$ cat src/rtl/muldiv_pkg.sv
// Shared constants and funct3 decode helpers for the RV32M multiply/divide unit.
package muldiv_pkg;

  localparam logic [2:0] F3_MUL    = 3'b000;
  localparam logic [2:0] F3_MULH   = 3'b001;
  localparam logic [2:0] F3_MULHSU = 3'b010;
  localparam logic [2:0] F3_MULHU  = 3'b011;
  localparam logic [2:0] F3_DIV    = 3'b100;
  localparam logic [2:0] F3_DIVU   = 3'b101;
  localparam logic [2:0] F3_REM    = 3'b110;
  localparam logic [2:0] F3_REMU   = 3'b111;

  localparam logic [1:0] S_IDLE = 2'd0;
  localparam logic [1:0] S_CALC = 2'd1;
  localparam logic [1:0] S_FIN  = 2'd2;
  localparam logic [1:0] S_OUT  = 2'd3;

  function automatic logic is_div(input logic [2:0] f3);
    return f3[2];
  endfunction

  function automatic logic a_signed(input logic [2:0] f3);
    return (f3 == F3_MULH) || (f3 == F3_MULHSU) || (f3 == F3_DIV) || (f3 == F3_REM);
  endfunction

  function automatic logic b_signed(input logic [2:0] f3);
    return (f3 == F3_MULH) || (f3 == F3_DIV) || (f3 == F3_REM);
  endfunction

endpackage

$ cat src/rtl/muldiv_unit.sv
// Iterative RV32M multiply/divide unit: shift-add multiply and restoring divide on
// magnitudes over a shared 2*XLEN accumulator, with sign fix-up before write-back.
module muldiv_unit
  import muldiv_pkg::*;
#(
  parameter int XLEN  = 32,
  parameter int CNT_W = 6
) (
  input  logic            clk,
  input  logic            reset,
  input  logic            start,
  input  logic            kill,
  input  logic [2:0]      funct3,
  input  logic [XLEN-1:0] op_a,
  input  logic [XLEN-1:0] op_b,
  input  logic [4:0]      rd_addr,
  output logic            busy,
  output logic            done,
  output logic [XLEN-1:0] result,
  output logic            wb_en,
  output logic [4:0]      wb_addr
);

  logic [1:0]        r_state;
  logic [CNT_W-1:0]  r_cnt;
  logic              r_setup;
  logic [2:0]        r_f3;
  logic              r_aNeg;
  logic              r_bNeg;
  logic [XLEN-1:0]   r_opnd;
  logic [XLEN-1:0]   r_dividend;
  logic [XLEN-1:0]   r_result;
  logic [4:0]        r_rd;
  logic [2*XLEN-1:0] r_acc;

  logic              w_aNeg;
  logic              w_bNeg;
  logic [XLEN-1:0]   w_absA;
  logic [XLEN-1:0]   w_absB;
  logic              w_isDiv;
  logic              w_isRem;
  logic              w_resNeg;
  logic              w_divZero;
  logic              w_overflow;
  logic [XLEN-1:0]   w_fastResult;
  logic [XLEN:0]     w_mulSum;
  logic [XLEN:0]     w_trial;
  logic [XLEN:0]     w_diff;
  logic [2*XLEN-1:0] w_step;
  logic [2*XLEN-1:0] w_prodFix;
  logic [XLEN-1:0]   w_quoFix;
  logic [XLEN-1:0]   w_remFix;
  logic [XLEN-1:0]   w_finResult;

  assign w_aNeg = a_signed(funct3) && op_a[XLEN-1];
  assign w_bNeg = b_signed(funct3) && op_b[XLEN-1];
  assign w_absA = w_aNeg ? -op_a : op_a;
  assign w_absB = w_bNeg ? -op_b : op_b;

  assign w_isDiv  = is_div(r_f3);
  assign w_isRem  = w_isDiv && r_f3[1];
  assign w_resNeg = w_isRem ? r_aNeg : (r_aNeg ^ r_bNeg);

  // While dividing, the accumulator low half still holds |op_a| during the setup cycle.
  assign w_divZero  = w_isDiv && (r_opnd == '0);
  assign w_overflow = w_isDiv && b_signed(r_f3) && r_aNeg && r_bNeg &&
                      (r_acc[XLEN-1:0] == {1'b1, {(XLEN-1){1'b0}}}) &&
                      (r_opnd == XLEN'(1));
  assign w_fastResult = w_isRem ? (w_divZero ? r_dividend : '0)
                                : (w_divZero ? '1 : {1'b1, {(XLEN-1){1'b0}}});

  assign w_mulSum = {1'b0, r_acc[2*XLEN-1:XLEN]} + (r_acc[0] ? {1'b0, r_opnd} : '0);
  assign w_trial  = r_acc[2*XLEN-1:XLEN-1];
  assign w_diff   = w_trial - {1'b0, r_opnd};
  // A set borrow bit means the trial remainder was smaller than the divisor.
  assign w_step = !w_isDiv ? {w_mulSum, r_acc[XLEN-1:1]} :
                  w_diff[XLEN] ? {w_trial[XLEN-1:0], r_acc[XLEN-2:0], 1'b0}
                               : {w_diff[XLEN-1:0], r_acc[XLEN-2:0], 1'b1};

  assign w_prodFix = w_resNeg ? -r_acc : r_acc;
  assign w_quoFix  = w_resNeg ? -r_acc[XLEN-1:0] : r_acc[XLEN-1:0];
  assign w_remFix  = w_resNeg ? -r_acc[2*XLEN-1:XLEN] : r_acc[2*XLEN-1:XLEN];

  always_comb begin
    w_finResult = w_prodFix[2*XLEN-1:XLEN];
    if (w_isDiv) begin
      w_finResult = w_isRem ? w_remFix : w_quoFix;
    end else if (r_f3 == F3_MUL) begin
      w_finResult = w_prodFix[XLEN-1:0];
    end
  end

  always_ff @(posedge clk or negedge reset) begin
    if (!reset) begin
      r_state    <= S_IDLE;
      r_cnt      <= '0;
      r_setup    <= 1'b0;
      r_f3       <= '0;
      r_aNeg     <= 1'b0;
      r_bNeg     <= 1'b0;
      r_opnd     <= '0;
      r_dividend <= '0;
      r_result   <= '0;
      r_rd       <= '0;
      r_acc      <= '0;
    end else begin
      case (r_state)
        S_CALC: begin
          if (kill) begin
            r_state <= S_IDLE;
          end else if (r_setup) begin
            // First busy cycle only decides the divide fast path; iterations start next edge.
            r_setup <= 1'b0;
            if (w_divZero || w_overflow) begin
              r_result <= w_fastResult;
              r_state  <= S_OUT;
            end
          end else begin
            r_acc <= w_step;
            if (r_cnt == CNT_W'(XLEN - 1)) begin
              r_state <= S_FIN;
            end else begin
              r_cnt <= r_cnt + 1'b1;
            end
          end
        end
        S_FIN: begin
          if (kill) begin
            r_state <= S_IDLE;
          end else begin
            r_result <= w_finResult;
            r_state  <= S_OUT;
          end
        end
        default: begin
          if (start) begin
            r_state    <= S_CALC;
            r_setup    <= 1'b1;
            r_cnt      <= '0;
            r_f3       <= funct3;
            r_rd       <= rd_addr;
            r_aNeg     <= w_aNeg;
            r_bNeg     <= w_bNeg;
            r_dividend <= op_a;
            r_opnd     <= is_div(funct3) ? w_absB : w_absA;
            r_acc      <= {{XLEN{1'b0}}, (is_div(funct3) ? w_absA : w_absB)};
          end else begin
            r_state <= S_IDLE;
          end
        end
      endcase
    end
  end

  assign busy    = (r_state == S_CALC) || (r_state == S_FIN);
  assign done    = (r_state == S_OUT);
  assign result  = r_result;
  assign wb_addr = r_rd;
  assign wb_en   = done && (r_rd != '0);

endmodule

$ cat config.mk
export PLATFORM = sky130hd
export DESIGN_NAME = muldiv_unit
export DESIGN_NICKNAME = d
export VERILOG_FILES = /design/src/rtl/muldiv_pkg.sv /design/src/rtl/muldiv_unit.sv
export SDC_FILE = /design/constraint.sdc
export NUM_CORES = 1
export LEC_CHECK = 0
export ABC_AREA = 1
export CAP_MARGIN = 10
export CORE_UTILIZATION = 33
export CTS_CLUSTER_SIZE = 14
export DETAILED_ROUTE_END_ITERATION = 16
export SKIP_CTS_REPAIR_TIMING = 1
export SLEW_MARGIN = 20
export SYNTH_ARGS = -nofsm -noshare
export SYNTH_HDL_FRONTEND = slang
export SYNTH_SLANG_ARGS = --single-unit
$ cat constraint.sdc
create_clock -name clk -period 6.5 [get_ports clk]
set_clock_uncertainty 0.15 [all_clocks]
set_input_delay 1.3 -clock clk [delete_from_list [all_inputs] [get_ports clk]]
set_output_delay 1.3 -clock clk [all_outputs]
set_load 0.005 [all_outputs]
Word-level counts from Yosys, hierarchy flattened

Index checks and enable logic that the tools add are counted.

Register bits: 179
Input bits: 76
Output and inout port bits: 40
Word-level logic and storage cells: 115

Add/subtract/negate cells: 8
Equal/unequal tests: 21
Multiplexer cells: 41
Bitwise logic cells: 3
Reduce and logical (&&, ||, !) cells: 31

Operator list:

| cell                                                              | count |
|---|---|
| 32-bit 2-to-1 mux                                                 | 16 |
| 64-bit 2-to-1 mux                                                 | 6 |
| 32-bit negator                                                    | 4 |
| 64-bit case mux with 2 select lines                               | 1 |
| 64-bit negator                                                    | 1 |
| 32-bit case mux with 2 select lines                               | 1 |
| 32-bit by 32-bit adder with 33-bit output                         | 1 |
| 33-bit by 32-bit subtractor with 33-bit output                    | 1 |
| 32-bit by 1-bit == test with 1-bit output (second input constant) | 1 |
| 32-bit == test (second input constant)                            | 1 |
| 32-bit zero test                                                  | 1 |
| 31-bit 2-to-1 mux                                                 | 1 |
| 6-bit 2-to-1 mux                                                  | 4 |
| 3-bit == test (second input constant)                             | 4 |
| 2-bit != test (second input constant)                             | 6 |
| 6-bit case mux with 2 select lines                                | 1 |
| 1-bit logical AND                                                 | 10 |
| 2-bit 2-to-1 mux                                                  | 5 |
| 5-bit AND reduction                                               | 2 |
| 1-bit logical OR                                                  | 9 |
| 4-bit != test (second input constant)                             | 2 |
| 6-bit by 1-bit adder with 6-bit output (second input constant)    | 1 |
| 3-bit by 1-bit == test with 1-bit output (second input constant)  | 2 |
| 6-bit by 5-bit == test with 1-bit output (second input constant)  | 1 |
| 15 further kinds                                                  | 22 |

Logic depth before layout (Yosys ltp)

Gate-level depths: netlist (run 1).

Word-level depth: 13
Depth in mapped cells: 21
Mapped depth without buffers: 20

Least setup slack after synthesis (run 1)

OpenSTA, ideal clock, no wires.

Path type: input to register
Start: input op_b[1]
End: register r_opnd[14]
Setup time: 131 ps
Arrival: 2688 ps
Data required time: 6219 ps
Slack: 3531 ps
Stages on the path: 9
Buffers on the path: 0
Cells stage by stage: inv_1 > ha_1 > nand3_1 > nor2_1 > nand3_1 > o21ai_1 > or2_2 > a21oi_1 > or3_1

Word-level cells in the longest chain between the ends: 3

Ends and longest elaborated chain:

| item                 | line               | source |
|---|---|---|
| from (decl)          | muldiv_unit.sv:15  | `input logic [XLEN-1:0] op_b,` |
| 32-bit negator       | muldiv_unit.sv:58  | `assign w_absB = w_bNeg ? -op_b : op_b;` |
| 32-bit 2-to-1 mux    | muldiv_unit.sv:58  |  |
| 32-bit 2-to-1 mux    | muldiv_unit.sv:145 | `r_opnd <= is_div(funct3) ? w_absB : w_absA;` |
| to (signal assigned) | muldiv_unit.sv:145 |  |
| to (decl)            | muldiv_unit.sv:30  | `logic [XLEN-1:0] r_opnd;` |

Every way passes these cells.
A chain may end at the register's enable or synchronous reset.

Worst setup path in the final report (run 1)

Start: input funct3[2]
End: register r_acc[25]

Word-level cells in the longest chain between the ends: 9
Elaborated cells on any way between the ends: 16
Those cells by class: 4 x eq/ne; 5 x mux; 7 x reduce/logical

Ends and longest elaborated chain:

| item                                                                                                        | line                               | source |
|---|---|---|
| from (decl)                                                                                                 | muldiv_unit.sv:13                  | `input logic [2:0] funct3,` |
| 3-bit by 1-bit == test with 1-bit output / 3-bit by 2-bit == test with 1-bit output (equally long branches) | muldiv_pkg.sv:23, muldiv_pkg.sv:27 |  |
| 1-bit logical OR (3 in series)                                                                              | muldiv_pkg.sv:23                   | `return (f3 == F3_MULH) \|\| (f3 == F3_MULHSU) \|\| (f3 == F3_DIV) \|\| (f3 == F3_REM);` |
| 1-bit logical AND                                                                                           | muldiv_unit.sv:55                  | `assign w_aNeg = a_signed(funct3) && op_a[XLEN-1];` |
| 32-bit 2-to-1 mux                                                                                           | muldiv_unit.sv:57                  | `assign w_absA = w_aNeg ? -op_a : op_a;` |
| 32-bit 2-to-1 mux (*)                                                                                       | muldiv_unit.sv:146                 | `r_acc <= {{XLEN{1'b0}}, (is_div(funct3) ? w_absA : w_absB)};` |
| 64-bit 2-to-1 mux (*)                                                                                       | muldiv_unit.sv:136                 | `if (start) begin` |
| 64-bit case mux with 2 select lines (*)                                                                     | muldiv_unit.sv:107                 | `case (r_state)` |
| to (signal assigned)                                                                                        | muldiv_unit.sv:119                 | `r_acc <= w_step;` |
| to (signal assigned)                                                                                        | muldiv_unit.sv:146                 |  |
| to (decl)                                                                                                   | muldiv_unit.sv:34                  | `logic [2*XLEN-1:0] r_acc;` |

Mark *: on every way between the ends. The rest lies on a longest branch, timed or not. The select of a mux whose other input is x is not followed.

==> metrics, run 1 <==
CTS tree=yes; Tot Pwr=0.0122 W; root buf cell=clkbuf_16; Clock Tree Buf Depth=2; R2R cell count=19; Post-Syn Nets=3593; largest net degree at the start of global routing=147; Max transition margin=36.1%; Sequential Power Share=21.5%; Yosys reg bits=179; Max Slew Vio Count=0; Post-synth top flop=dfrtp_1; site row count=89; Vias/cell=5.39; Net Sw Power=0.00742 W; Setup Total Neg Slack=0 ns; Mapped Area=0.0196 mm^2; CTS Sinks=179; H-tree Lvls=4; reg-to-reg critical path endpoint=r_acc[59]$_DFFE_PN0P_; TritonCTS buffer count=17; Internal=0.00483 W; worst-margin pin slew=0.953 ns; vias in the first global route=20800; CP Capture Type=flip-flop; pwr/cell area=559 mW/mm^2; nets=3626; count of final hold-check violations=0; Leakage=11.2 nW; Max IR drop VDD=313 uV; status=complete, no violations; GRT Util Overall=28.6%; CTS clk-pin slew, worst paths=0.07 ns; post-synth cell types=51; crit path max fanout=35; Routed Antenna Nets=0; chip width=246 um; Vias=23000; Clock power frac=8.5%; share of cells above drive strength 1=2.72%; Gate Count Post-Synth=3443; HPWL Detailed=69500 um; worst hold path cell count=2; CP arrival=4.19 ns; Crit Path Category=in -> reg; PortBufs=115; Finish-stage setup viols=0; Area growth, synth to finish=11.6%; RSZ-0062 raised after global routing=false; yosys warns=0; Achievable Freq=254 MHz; I/O pin cnt=116; Initial Util=33.3%; initial antenna violation count=0; max-cap viol count=0; Die ar.=0.0604 mm^2; Final Cycle Share=60.6%; 1st-pass router iterations=7; min cycle time layout=3.94 ns; total gr overflow=0; Net Sw Frac=60.6%; syn_area_per_cell=5.70 um^2; Routed wire per std cell=20.4 um; register area share after synthesis=22.8%; critical path startpoint category=input port; DRC violations left=0; core box area=0.0589 mm^2; critical path required time=6.74 ns; Hold WC Path Type=reg -> reg; Post-synth EDFFs=0; Worst R2R Setup Slack=2.72 ns; Post-Route WL=87000 um; WHS Endpoint=result[6]$_DFFE_PN0P_; Placer Congestion=1.01; clk_lat worst skew=0.47 ns; drt initial violations=2711; Die Ht=246 um; hold_sp=result[6]$_DFFE_PN0P_; Logic pwr share=70.0%; ant diodes=0; Async SR Flop Fraction=100%; worst reg2reg startpoint=r_acc[0]$_DFFE_PN0P_; first-pass GRT wire length=130000 um
state kept, by name, summed over array words and instances, names as in the netlist:
name / cells
r_cnt: 6
r_opnd: 32
r_setup: 1
r_f3: 3
r_aNeg: 1
r_dividend: 32
r_acc: 64
wb_addr: 5
r_state: 2
r_bNeg: 1
result: 32
synth_stat cells (3+ instances only):
library cell	count	area [um^2]
a21o_1	6	45.0
a21oi_1	214	1070
a22oi_1	14	105
a31oi_1	7	43.8
and2_1	4	25.0
buf_1	5	18.8
buf_2	21	105
buf_4	10	75.1
buf_6	12	135
clkbuf_1	76	285
dfrtp_1	179	4480
ha_1	72	901
inv_1	416	1560
inv_2	8	30.0
nand2_1	1168	4380
nand2_2	5	31.3
nand3_1	269	1350
nand3b_1	3	22.5
nand4_1	54	338
nor2_1	422	1580
nor2_2	5	31.3
nor3_1	29	145
nor4_1	6	37.5
o211ai_1	31	233
o21a_1	4	30.0
o21ai_0	233	1170
o21ai_1	20	100
o21ai_2	5	43.8
o21bai_1	7	52.6
o221ai_1	12	105
or2_2	7	43.8
xnor2_1	15	131
xor2_1	79	692
layout by cell type (no fill, tap or decap), types with 7 or more instances in the layout:
| master | count |
|---|---|
| xor2_1 | 79 |
| o21bai_1 | 7 |
| nand3_1 | 269 |
| clkbuf_16 | 17 |
| dfrtp_1 | 178 |
| o21ai_0 | 233 |
| a22oi_1 | 14 |
| a21oi_1 | 214 |
| o221ai_1 | 12 |
| inv_2 | 8 |
| o21ai_1 | 19 |
| nand4_1 | 54 |
| inv_1 | 416 |
| ha_1 | 72 |
| nand2_1 | 1166 |
| nor2_1 | 422 |
| a31oi_1 | 7 |
| clkdlybuf4s50_1 | 114 |
| or2_2 | 7 |
| nor3_1 | 29 |
| o211ai_1 | 31 |
| xnor2_1 | 15 |
| buf_4 | 22 |
worst max-delay path, cell delays in order:
cell,delay (ns)
clkdlybuf4s50_1,0.39
buf_4,0.25
inv_4,0.32
nand2_1,0.14
o21ai_2,0.17
nand2_2,0.24
inv_2,0.43
o21ai_0,0.27
nand2_1,0.13
xor2_1,0.17
inv_1,0.07
nand2_1,0.05
nand3_1,0.08
a21oi_1,0.14
per-layer routing:
layer | up-vias | track usage (%) | routed length [um]
li1 | 11100 | - | -
met3 | 199 | 5.15 | 7330
met5 | - | 0 | 0
met4 | 0 | 13.1 | 4270
met2 | 1036 | 43.1 | 37400
met1 | 10700 | 39.4 | 38000
layout make-up:
class	count	area, um^2
multi-input combinational	2712	12900
clock buffer	19	433
inverter	428	1610
sequential	179	4480
fill	6568	37000
clock inverter	12	126
tap	773	967
timing repair buffer	138	1340
how the worst max path moves through the flow:
stage	startpoint	end	slack, ns
3_3_place_gp	funct3[2]	r_acc[25]$_DFFE_PN0P_	2.16
4_1_cts	funct3[2]	r_acc[25]$_DFFE_PN0P_	2.58
5_1_grt	funct3[2]	r_acc[25]$_DFFE_PN0P_	2.24
6_report	funct3[2]	r_acc[25]$_DFFE_PN0P_	2.56
2_1_floorplan	op_b[1]	r_opnd[14]$_DFFE_PN0P_	3.53
3_5_place_dp	funct3[2]	r_acc[25]$_DFFE_PN0P_	2.10
power by group through the flow:
stage | Combinational [W] | Clock [W] | Sequential (W)
floorplan | 0.00613 | 0 | 0.00201
global placement | 0.00832 | 0 | 0.00259
detailed placement | 0.00833 | 0 | 0.00259
CTS | 0.00838 | 0.00105 | 0.00257
global route | 0.00955 | 0.00109 | 0.00265
finish | 0.00857 | 0.00104 | 0.00263
per-stage QoR:
stage               instance area [um^2]  hold slack (ns)  util (%)  cells  worst slack [ns]
global placement                   21300            0.313      36.2   4230              2.16
detailed placement                 21300            0.314      36.2   4230              2.10
finish                             21900            0.329      37.2   4261              2.56
global route                       21900            0.354      37.2   4261              2.24
CTS                                21900            0.332      37.1   4261              2.58
floorplan                          19600            0.294         -   3443              3.53
logic make-up (layout without fill, tap and decap cells):
kind of cell	count (synthesis)	after routing	share of synthesized area, %
AO/OA/AOI/OAI	559	559	15.5
XOR/XNOR	94	94	4.20
buffers and inverters	552	597	11.4
adder cells (fa/ha/maj)	74	74	4.80
AND/OR/NAND/NOR	1985	1985	41.3
flip-flops	179	179	22.8
(Power assumes the default switching activity.)
==> inputs of run 2 (changes only) <==
Clock period 6.5 ns to 3.9 ns, I/O delays scaled along.
==> run 2 against run 1 <==
Hold slack got worse by 0.17 ns. Largest power group unchanged. Sequential power grew 59%. Die area is the same. First-iteration DRC count down 5.7%. Clock-buffer cell count shrank 2. Largest cell class unchanged. Routed wire length is 0.53% higher. Combinational power grew 70%. Sequential share of layout area shrank 0.19 points. Total power grew 68%. Setup slack worse by 2.1 ns. Clock power is 75% higher. Core utilization is 0.35 points higher.
==> metrics, run 2 (synthesis gave the netlist of run 1 again) <==
status=complete, no violations; most common cell after layout, fill and taps aside=nand2_1; I/O pin cnt=116; Die ar.=0.0604 mm^2; largest net degree at the start of global routing=79; initial antenna violation count=0; CTS Sinks=179; Setup WS pre-CTS=0.561 ns; Clock Tree Buf Depth=2; Tot Pwr=0.0206 W; DRC violations left=0; chip width=246 um; Max Slew Vio Count=0; HPWL Detailed=70000 um; Die Ht=246 um; critical path startpoint category=flip-flop; TritonCTS buffer count=17; Crit Path Category=reg -> reg; Setup Total Neg Slack=0 ns; reg-to-reg critical path endpoint=r_acc[59]$_DFFE_PN0P_; Leakage=11.3 nW; critical path required time=4.11 ns; worst-margin pin slew=1.08 ns; pwr/cell area=933 mW/mm^2; Hold WC Path Type=in -> async; Finish-stage setup viols=0; Vias=23200; CP max stage cell=dfrtp_1; nets=3648; Achievable Freq=294 MHz; share of cells above drive strength 1=3.39%; max-cap viol count=0; CP Capture Type=flip-flop; R2R cell count=20; 1st-pass router iterations=6; Most flops, register=r_acc; setup ws final=0.495 ns; site row count=89; min cycle time layout=3.40 ns; cell chain of the critical path=nand2_1 > inv_1 > ha_1 > inv_1 > fa_1 > inv_1 > nand2_1 > o21ai_0 > buf_4 > nand2_1 > nand2_1 > nand2_1 > nand2_1 > nand2_1 > nand3_1 > nand2_1 > nor2_1 > nor2_1 > nand2_1 > nand2_1; CTS clk-pin slew, worst paths=0.08 ns; core box area=0.0589 mm^2; crit path max fanout=4; slowest stage delay, CP=0.54 ns; root buf cell=clkbuf_16; H-tree Lvls=4; clk_lat worst skew=0.48 ns; count of final hold-check violations=0; vias in the first global route=20800; Vias/cell=5.41; Initial Util=33.3%; total gr overflow=0; Worst R2R Setup Slack=0.50 ns; Placer Congestion=1.06; Max IR drop VDD=443 uV; Routed wire per std cell=20.4 um; Max transition margin=27.6%; most frequent cells in the layout=nand2_1, nor2_1, inv_1; CP arrival=3.62 ns; CP most frequent cell=nand2_1; CTS tree=yes; Largest register FFs=64; worst hold slack=0.155 ns; Routed Antenna Nets=0; Area growth, synth to finish=12.6%; Final Cycle Share=87.3%; worst reg2reg startpoint=r_opnd[0]$_DFFE_PN0P_; first-pass GRT wire length=131000 um; ant diodes=0; RSZ-0062 raised after global routing=false; GRT Util Overall=28.7%; Post-Route WL=87500 um; drt initial violations=2557; PortBufs=115
==> run 2: cell count changes in the layout (fill, tap and decap cells not counted), sizes merged <==
cell	previous run	this run
clkinvlp	3	0
buf	23	45
clkbuf	20	18
inv	430	433
clkinv	6	8
==> run 2: worst max-delay path: cells and delay by family (launching register included) <==
kind            cells  cell delay, ns
compound gates      1            0.14
flops               1            0.54
buf+inv             4            0.42
simple gates       13            1.37
fa+ha+maj           2            0.64
==> run 2: worst max-delay path by stage <==
stage,cells past startpoint,startpoint,to
after CTS,21,r_acc[0]$_DFFE_PN0P_,r_acc[59]$_DFFE_PN0P_
after global routing,18,r_acc[32]$_DFFE_PN0P_,r_acc[57]$_DFFE_PN0P_
after detailed placement,13,op_a[0],r_acc[16]$_DFFE_PN0P_
after floorplan,19,r_acc[31]$_DFFE_PN0P_,r_acc[43]$_DFFE_PN0P_
final,20,r_opnd[0]$_DFFE_PN0P_,r_acc[59]$_DFFE_PN0P_
after global placement,12,op_b[2],r_acc[27]$_DFFE_PN0P_
==> run 2: cell type report <==
| class | instances | area, um^2 |
|---|---|---|
| fillers | 6597 | 36800 |
| multi-input cells | 2712 | 12900 |
| flip-flops and latches | 179 | 4480 |
| inverters | 428 | 1610 |
| repair buffers | 160 | 1520 |
| well taps | 773 | 967 |
| clock buffers | 17 | 425 |
| clock inverters | 14 | 165 |
==> run 2: where the power goes <==
group | switching, W | leakage (nW) | internal [W] | total (W)
logic | 0.0101 | 8.78 | 0.00454 | 0.0146
clock network | 0.000910 | 0.290 | 0.000910 | 0.00182
registers | 0.00147 | 2.26 | 0.00270 | 0.00417
==> run 2: stage by stage <==
stage          area, um^2  cells  util [%]
6_report            22100   4283      37.5
5_1_grt             22100   4283      37.5
4_1_cts             22100   4283      37.5
3_5_place_dp        21500   4252      36.5
3_3_place_gp        21500   4252      36.5
2_1_floorplan       19600   3443         -
==> run 2: metal layers <==
metal / track usage [%] / wire, um
met5: 0 / 0
met4: 13.9 / 4390
met3: 4.89 / 7800
met2: 42.9 / 37300
met1: 39.7 / 38000
